==> config.mk <==
export PLATFORM = sky130hd
export DESIGN_NAME = track_volume_ctrl_flat
export DESIGN_NICKNAME = d
export VERILOG_FILES = /design/src/rtl/track_volume_ctrl_pkg.sv /design/src/rtl/track_volume_ctrl_if.sv /design/src/rtl/track_volume_ctrl_hold_repeat.sv /design/src/rtl/track_volume_ctrl.sv /design/src/flat_wrapper.sv
export SDC_FILE = /design/constraint.sdc
export NUM_CORES = 1
export LEC_CHECK = 0
export ABC_CLOCK_PERIOD_IN_PS = 5690
export BUFFER_PORTS_ARGS = -buffer_cell sky130_fd_sc_hd__buf_2
export CAP_MARGIN = 25
export CORE_UTILIZATION = 46
export DETAILED_ROUTE_END_ITERATION = 16
export SLEW_MARGIN = 5
export SYNTH_ARGS = -nofsm -noshare
export SYNTH_HDL_FRONTEND = slang
export SYNTH_HIERARCHICAL = 1
export SYNTH_SLANG_ARGS = --single-unit
==> constraint.sdc <==
create_clock -name clk -period 5.69 [get_ports clk]
set_clock_uncertainty 0.1 [all_clocks]
set_input_delay 1.138 -clock clk [delete_from_list [all_inputs] [get_ports clk]]
set_output_delay 1.138 -clock clk [all_outputs]
set_load 0.005 [all_outputs]
==> src/rtl/track_volume_ctrl_pkg.sv <==
// track_volume_ctrl_pkg: shared SCI_VOL word layout, attenuation clamp and default timing.
// No ports; imported by the track/volume controller files.
package track_volume_ctrl_pkg;
    localparam int CLK_HZ = 100_000_000;
    localparam int DEF_REPEAT_DELAY = CLK_HZ / 2;
    localparam int DEF_REPEAT_PERIOD = CLK_HZ / 5;
    localparam logic [7:0] ATT_CLAMP = 8'hFE;
    typedef struct packed {
        logic [7:0] left;
        logic [7:0] right;
    } sci_vol_t;
    function automatic sci_vol_t att_word(input logic [3:0] lvl, input int vol_max, input int vol_step);
        int att;
        logic [7:0] a;
        att = (vol_max - int'(lvl)) * vol_step;
        a = att > int'(ATT_CLAMP) ? ATT_CLAMP : 8'(att);
        return '{left: a, right: a};
    endfunction
endpackage

==> src/rtl/track_volume_ctrl_if.sv <==
// track_volume_ctrl_if: command, status and SCI volume handshake signals of the controller.
// master drives commands/ack and observes status; slave is the controller.
interface track_volume_ctrl_if #(parameter int TRK_W = 3);
    logic [2:0] prev;
    logic [2:0] next;
    logic up;
    logic down;
    logic song_done;
    logic [TRK_W-1:0] track;
    logic track_chg;
    logic [3:0] vol_level;
    logic [15:0] vol_word;
    logic vol_req;
    logic vol_ack;
    modport master(output prev, next, up, down, song_done, vol_ack,
                   input track, track_chg, vol_level, vol_word, vol_req);
    modport slave(input prev, next, up, down, song_done, vol_ack,
                  output track, track_chg, vol_level, vol_word, vol_req);
endinterface

==> src/rtl/track_volume_ctrl_hold_repeat.sv <==
// track_volume_ctrl_hold_repeat: edge step plus hold-to-repeat steps for one button level.
// Ports: clk, rst (async high), in (button level), clr (cancel/clear counter), step (1-cycle step).
module track_volume_ctrl_hold_repeat #(
    parameter int REPEAT_DELAY = 50_000_000,
    parameter int REPEAT_PERIOD = 20_000_000
) (
    input  logic clk,
    input  logic rst,
    input  logic in,
    input  logic clr,
    output logic step
);
    localparam int CW = $clog2((REPEAT_DELAY > REPEAT_PERIOD ? REPEAT_DELAY : REPEAT_PERIOD) + 1);
    logic in_d, rep, edge_ev, due;
    logic [CW-1:0] cnt;
    assign edge_ev = in & ~in_d;
    assign due = cnt == (rep ? CW'(REPEAT_PERIOD) : CW'(REPEAT_DELAY));
    assign step = in & ~clr & (edge_ev | due);
    // cnt = cycles since the last step; zero means idle, so a cleared hold never resumes without a new edge
    always_ff @(posedge clk or posedge rst)
        if (rst) begin
            in_d <= 1'b0;
            rep <= 1'b0;
            cnt <= '0;
        end else begin
            in_d <= in;
            if (!in || clr) begin
                cnt <= '0;
                rep <= 1'b0;
            end else if (step) begin
                cnt <= CW'(1);
                rep <= ~edge_ev;
            end else if (cnt != '0) cnt <= cnt + CW'(1);
        end
endmodule

==> src/rtl/track_volume_ctrl.sv <==
// track_volume_ctrl: turns decoder skip/volume levels into track index and volume updates.
// Ports: clk, rst (async high), bus (slave): prev/next/up/down/song_done in, track/track_chg,
// vol_level/vol_word/vol_req out, vol_ack in.
module track_volume_ctrl
    import track_volume_ctrl_pkg::*;
#(
    parameter int NUM_TRACKS = 8,
    parameter int VOL_MAX = 15,
    parameter int VOL_INIT = 10,
    parameter int VOL_STEP = 8,
    parameter int REPEAT_DELAY = DEF_REPEAT_DELAY,
    parameter int REPEAT_PERIOD = DEF_REPEAT_PERIOD
) (
    input logic clk,
    input logic rst,
    track_volume_ctrl_if.slave bus
);
    localparam int TRK_W = $clog2(NUM_TRACKS);
    logic [2:0] prev_r, next_r;
    logic [5:0] cmd_d;
    logic up_r, down_r, song_r, cmd_ev, both, step_up, step_dn, vol_chg, dirty, track_chg, vol_req;
    logic [TRK_W-1:0] track, trk_nxt, back_w, fwd_w, inc_w;
    logic [TRK_W:0] t_ext, back, fwd;
    logic [3:0] vol_level, lvl_nxt;
    sci_vol_t vol_word;
    assign cmd_ev = {prev_r, next_r} != cmd_d && {prev_r, next_r} != 6'd0;
    // one extra bit shows the borrow / overflow that triggers a single wrap correction
    assign t_ext = {1'b0, track};
    assign back = t_ext - (TRK_W+1)'(prev_r);
    assign fwd = t_ext + (TRK_W+1)'(next_r);
    assign back_w = back[TRK_W] ? TRK_W'(back + (TRK_W+1)'(NUM_TRACKS)) : back[TRK_W-1:0];
    assign fwd_w = fwd >= (TRK_W+1)'(NUM_TRACKS) ? TRK_W'(fwd - (TRK_W+1)'(NUM_TRACKS)) : fwd[TRK_W-1:0];
    assign inc_w = track == TRK_W'(NUM_TRACKS - 1) ? '0 : track + TRK_W'(1);
    assign trk_nxt = cmd_ev ? (prev_r != 3'd0 ? back_w : fwd_w) : song_r ? inc_w : track;
    assign both = up_r & down_r;
    track_volume_ctrl_hold_repeat #(.REPEAT_DELAY(REPEAT_DELAY), .REPEAT_PERIOD(REPEAT_PERIOD))
        u_up (.clk(clk), .rst(rst), .in(up_r), .clr(both), .step(step_up));
    track_volume_ctrl_hold_repeat #(.REPEAT_DELAY(REPEAT_DELAY), .REPEAT_PERIOD(REPEAT_PERIOD))
        u_dn (.clk(clk), .rst(rst), .in(down_r), .clr(both), .step(step_dn));
    assign lvl_nxt = step_up && vol_level != 4'(VOL_MAX) ? vol_level + 4'd1 :
                     step_dn && vol_level != 4'd0 ? vol_level - 4'd1 : vol_level;
    assign vol_chg = lvl_nxt != vol_level;
    assign bus.track = track;
    assign bus.track_chg = track_chg;
    assign bus.vol_level = vol_level;
    assign bus.vol_word = vol_word;
    assign bus.vol_req = vol_req;
    always_ff @(posedge clk or posedge rst)
        if (rst) begin
            prev_r <= '0;
            next_r <= '0;
            cmd_d <= '0;
            up_r <= 1'b0;
            down_r <= 1'b0;
            song_r <= 1'b0;
            track <= '0;
            track_chg <= 1'b0;
            vol_level <= 4'(VOL_INIT);
            vol_word <= att_word(4'(VOL_INIT), VOL_MAX, VOL_STEP);
            vol_req <= 1'b0;
            dirty <= 1'b0;
        end else begin
            prev_r <= bus.prev;
            next_r <= bus.next;
            cmd_d <= {prev_r, next_r};
            up_r <= bus.up;
            down_r <= bus.down;
            song_r <= bus.song_done;
            track <= trk_nxt;
            track_chg <= trk_nxt != track;
            vol_level <= lvl_nxt;
            // word is frozen while a request is pending; a dirty flag forces one low cycle then a resend
            if (vol_req) begin
                if (bus.vol_ack) vol_req <= 1'b0;
                if (vol_chg) dirty <= 1'b1;
            end else if (vol_chg || dirty) begin
                vol_word <= att_word(lvl_nxt, VOL_MAX, VOL_STEP);
                vol_req <= 1'b1;
                dirty <= 1'b0;
            end
        end
endmodule

==> src/flat_wrapper.sv <==
// flat-port wrapper written by rule: the top's interface ports become plain ports
module track_volume_ctrl_flat import track_volume_ctrl_pkg::*;
#(
    parameter int NUM_TRACKS = 8,
    parameter int VOL_MAX = 15,
    parameter int VOL_INIT = 10,
    parameter int VOL_STEP = 8,
    parameter int REPEAT_DELAY = DEF_REPEAT_DELAY,
    parameter int REPEAT_PERIOD = DEF_REPEAT_PERIOD
)
  (clk, rst, bus_prev, bus_next, bus_up, bus_down, bus_song_done, bus_vol_ack, bus_track, bus_track_chg, bus_vol_level, bus_vol_word, bus_vol_req);
  track_volume_ctrl_if #(.TRK_W(3)) bus_i ();
  input logic clk;
  input logic rst;
  input wire logic [$bits(bus_i.prev)-1:0] bus_prev;
  input wire logic [$bits(bus_i.next)-1:0] bus_next;
  input wire logic [$bits(bus_i.up)-1:0] bus_up;
  input wire logic [$bits(bus_i.down)-1:0] bus_down;
  input wire logic [$bits(bus_i.song_done)-1:0] bus_song_done;
  input wire logic [$bits(bus_i.vol_ack)-1:0] bus_vol_ack;
  output wire logic [$bits(bus_i.track)-1:0] bus_track;
  output wire logic [$bits(bus_i.track_chg)-1:0] bus_track_chg;
  output wire logic [$bits(bus_i.vol_level)-1:0] bus_vol_level;
  output wire logic [$bits(bus_i.vol_word)-1:0] bus_vol_word;
  output wire logic [$bits(bus_i.vol_req)-1:0] bus_vol_req;
  assign bus_i.prev = bus_prev;
  assign bus_i.next = bus_next;
  assign bus_i.up = bus_up;
  assign bus_i.down = bus_down;
  assign bus_i.song_done = bus_song_done;
  assign bus_i.vol_ack = bus_vol_ack;
  assign bus_track = bus_i.track;
  assign bus_track_chg = bus_i.track_chg;
  assign bus_vol_level = bus_i.vol_level;
  assign bus_vol_word = bus_i.vol_word;
  assign bus_vol_req = bus_i.vol_req;
  track_volume_ctrl #(.NUM_TRACKS(NUM_TRACKS), .VOL_MAX(VOL_MAX), .VOL_INIT(VOL_INIT), .VOL_STEP(VOL_STEP), .REPEAT_DELAY(REPEAT_DELAY), .REPEAT_PERIOD(REPEAT_PERIOD)) u_core (.clk(clk), .rst(rst), .bus(bus_i));
endmodule
==> summary.md <==
| Metric | Value |
|---|---|
| Status | `finished, final reports clean` |
| Fill cell count | `around 900` |
| # Post-CTS Setup Buffers | `0` |
| Post-synthesis adder-cell area fraction | `0.0322` |
| Fmax | `~320 MHz` |
| Setup TNS | `0 ns` |
| Largest stage delay on the critical path | `between 0.4 and 0.5 ns` |
| Antenna violations before repair | `0` |
| # hold bufs at CTS | `0` |
| CP Launch Type | `flop` |
| CTS Buffer Depth | `2` |
| Min cycle time layout | `between 3 and 4 ns` |
| Vias in the first global route | `around 3200` |
| Synth unique cells | `47` |
| FFs w/ async S/R, synth | `1.00` |
| Hold slack final | `0.319 ns` |
| Worst vdd ir | `~0.22 mV` |
| Post-route DRC | `0` |
| Post-Synth Simple-Gate Area | `0.255` |
| Iteration-0 DRC Markers | `about 150` |
| Synth Area in Compound Gates | `0.0500` |
| Most common cell on crit path | `inv_1` |
| Synthesized cell area | `4500 um2` |
| WP buf/inv | `2` |
| Slew Viols, Final | `0` |
| Num CTS Buffers | `9` |
| Least-Margin Pin Slew | `approximately 0.67 ns` |
| Synth area leaders | `dfrtp_1, xor2_1, nor2_1, nand4_1, xnor2_1` |
| Synth-to-layout area growth | `9.14%` |
| Full die area | `10200 um2` |
| CP cell instances | `inv_1 -> ha_1 -> nor4b_1 -> nand4_1 -> a221o_1 -> and2_1 -> nor2_1 -> inv_1 -> a31oi_1 -> mux2_2 -> o31ai_1` |
| DRT Wirelength | `8.23 mm` |
| Max_cap viols | `0` |
| Crit Path Category | `reg2reg` |
| Avg WL per Cell | `roughly 13 um` |
| CTS H-tree depth | `3` |
| Xor/xnor share of the synthesized area | `0.122` |
| CTS tree | `yes` |
| Mux cell area share after synthesis | `0.0114` |
| RSZ-0062 raised after global routing | `false` |
| CP max FO | `8` |
| Final Hold Fails | `0` |
| Yosys reg bits | `85` |
| EDFF count, synth | `0` |
| First-pass GRT wire length | `approximately 15 mm` |
| PD cells | `307 nW/um2` |
| CP top delay family | `simple AND/OR/NAND/NOR gates` |
| Largest family of logic cells by synthesized area | `simple AND/OR/NAND/NOR gates` |
| Cell count after synthesis | `456` |
| Post-cts gate resize count | `0` |
| Number of clock sinks | `85` |
| Critical Path End Type | `flop` |
| All-Layer GR Usage | `0.185` |
| Die outline height | `a little over 100 um` |
| CP required | `5.84 ns` |
| Clock transition at path regs | `approximately 0.080 ns` |
| Post-route ant nets | `0` |
| Worst hold path class | `reg2reg` |
| Rel. slew slack | `0.549` |
| Setup violators final | `0` |
| Synth Warn # | `6` |
| Post-synth top flop | `dfrtp_1` |
| Synth top area share | `0.450` |
| Final worst setup slack | `around 2.6 ns` |
| Port Buffers | `28` |
| Post-synthesis sequential area ratio | `0.473` |
| Detailed Routing Iterations Pass 1 | `4` |
| Synth area leader | `dfrtp_1` |
| GRT overflow | `0` |
| Starting density of the core | `0.481` |
| Vias after detailed routing | `3236` |
| Period utilization | `0.548` |
| Crit-path slowest cell | `dfrtp_1` |
| CP arrival | `3.27 ns` |
| Share of cells above drive strength 1 | `0.134` |
| Nets | `between 500 and 600` |
| Dpl ws | `approximately 2.6 ns` |
| Drt via density | `about 5.3` |
| Leak pwr | `approximately 2.1 nW` |
| Site row count | `35` |
| Num ports | `37` |
| Syn_area_per_cell | `about 10 um2` |
| Clk_lat worst skew | `0.35 ns` |
| Antenna diodes | `0` |
| Placer congestion estimate | `just over 0.8` |
| Root buf cell | `clkbuf_8` |
| Core area | `about 9400 um2` |
| Post-DP HPWL | `a little under 6 mm` |
| Die Span X | `101 um` |
| Largest net degree at the start of global routing | `26` |
final timing paths:
kind / startpoint / to / slack, ns / depth (start not counted)
worst max-delay path: u_core/u_up/cnt[0] / u_core/bus.vol_word[4] / 2.57 / 11
worst min-delay path: u_core/up_r / u_core/u_up/in_d / 0.32 / 0
worst max register to register: u_core/u_up/cnt[0] / u_core/bus.vol_word[4] / 2.57 / 11
worst min register to register: u_core/up_r / u_core/u_up/in_d / 0.32 / 0
max in group asynchronous: rst / u_core/u_up/cnt[22] / 4.22 / 3
min in group asynchronous: rst / u_core/cmd_d[4] / 0.70 / 2
sequential cells by signal, indices dropped and copies added, names as in the netlist:
name                  flops
u_core/cmd_d              6
u_core/bus.vol_level      4
u_core/prev_r             3
u_core/bus.track_chg      1
u_core/u_dn/cnt          26
u_core/down_r             1
u_core/next_r             3
u_core/u_up/in_d          1
u_core/bus.track          3
u_core/bus.vol_word       4
u_core/bus.vol_req        1
u_core/u_dn/in_d          1
u_core/song_r             1
u_core/u_up/rep           1
u_core/up_r               1
u_core/dirty              1
u_core/u_dn/rep           1
u_core/u_up/cnt          26
synthesized netlist by cell type, drive strengths merged (5+ instances only):
cell and number:
nor2 73, ha 10, inv 20, nor4 14
nand3 28, nand4 29, clkbuf 6, a21oi 10
and3 9, nand2b 7, and2 7, xor2 43
nor3 8, nor2b 5, xnor2 19, dfrtp 81
buf 18, nand2 22, o21ai 8
cell families (layout without fill, tap and decap cells):
kind of cell / Yosys count / count (layout)
AO/OA/AOI/OAI: 35 / 35
XOR/XNOR: 62 / 62
adder cells (fa/ha/maj): 11 / 11
buffers and inverters: 44 / 67
flip-flops: 85 / 85
multiplexers: 5 / 5
other: 1 / 8
AND/OR/NAND/NOR: 213 / 213
worst register-to-register path, delay by kind of cell, from the launching register on:
family                   cells  cell delay (ns)
AND/OR/NAND/NOR              4             1.05
adder cells (fa/ha/maj)      1             0.14
AO/OA/AOI/OAI                3             0.74
multiplexers                 1             0.37
flip-flops                   1             0.41
buffers and inverters        2             0.22
cell type report:
type / instances / area (um2) / share of cell area
clock inverter: 7 / 75.1 / 0.0153
inverter: 20 / 75.1 / 0.0153
timing repair buffer: 31 / 198 / 0.0402
multi-input combinational: 334 / 2150 / 0.437
tap: 129 / 161 / 0.0328
sequential: 85 / 2130 / 0.434
clock buffer: 9 / 124 / 0.0252
stage by stage:
stage / power [mW] / std cells / utilization / area, um2
3_5_place_dp: 1.09 / 599 / 0.503 / 4720
4_1_cts: 1.53 / 615 / 0.524 / 4910
6_report: 1.51 / 615 / 0.524 / 4910
3_3_place_gp: 1.08 / 596 / 0.497 / 4660
2_1_floorplan: 0.996 / 463 / - / 4530
5_1_grt: 1.60 / 615 / 0.524 / 4910
where the power goes:
| group | internal, mW | switching [mW] | leakage, nW | total [mW] |
|---|---|---|---|---|
| clock network | 0.204 | 0.225 | 0.0918 | 0.429 |
| registers | 0.672 | 0.0726 | 1.11 | 0.745 |
| logic | 0.162 | 0.173 | 0.885 | 0.336 |
| total | 1.04 | 0.471 | 2.09 | 1.51 |
layout by cell type, fill, tap and decap left out, drive strengths merged, types with 2 or more instances in the layout:
cell type / Yosys / routed
a211oi: 3 / 3
a21o: 3 / 3
a21oi: 10 / 10
a221o: 2 / 2
a31oi: 3 / 3
and2: 7 / 7
and3: 9 / 9
and4b: 3 / 3
buf: 18 / 31
clkbuf: 6 / 9
clkinv: 0 / 2
clkinvlp: 0 / 3
conb: 1 / 8
dfrtp: 81 / 81
dfstp: 4 / 4
ha: 10 / 10
inv: 20 / 21
mux2i: 4 / 4
nand2: 22 / 22
nand2b: 7 / 7
nand3: 28 / 28
nand4: 29 / 29
nor2: 73 / 73
nor2b: 5 / 5
nor3: 8 / 8
nor3b: 2 / 2
nor4: 14 / 14
nor4b: 3 / 3
o21ai: 8 / 8
o31ai: 4 / 4
or4b: 2 / 2
xnor2: 19 / 19
xor2: 43 / 43
routing by layer:
layer,track usage,part of all wire
met1,0.257,0.50
met2,0.293,0.46
met3,0.0361,0.034
met4,0.0569,0.0077
met5,0,0
Note: power is estimated with default switching activity, not from simulation.
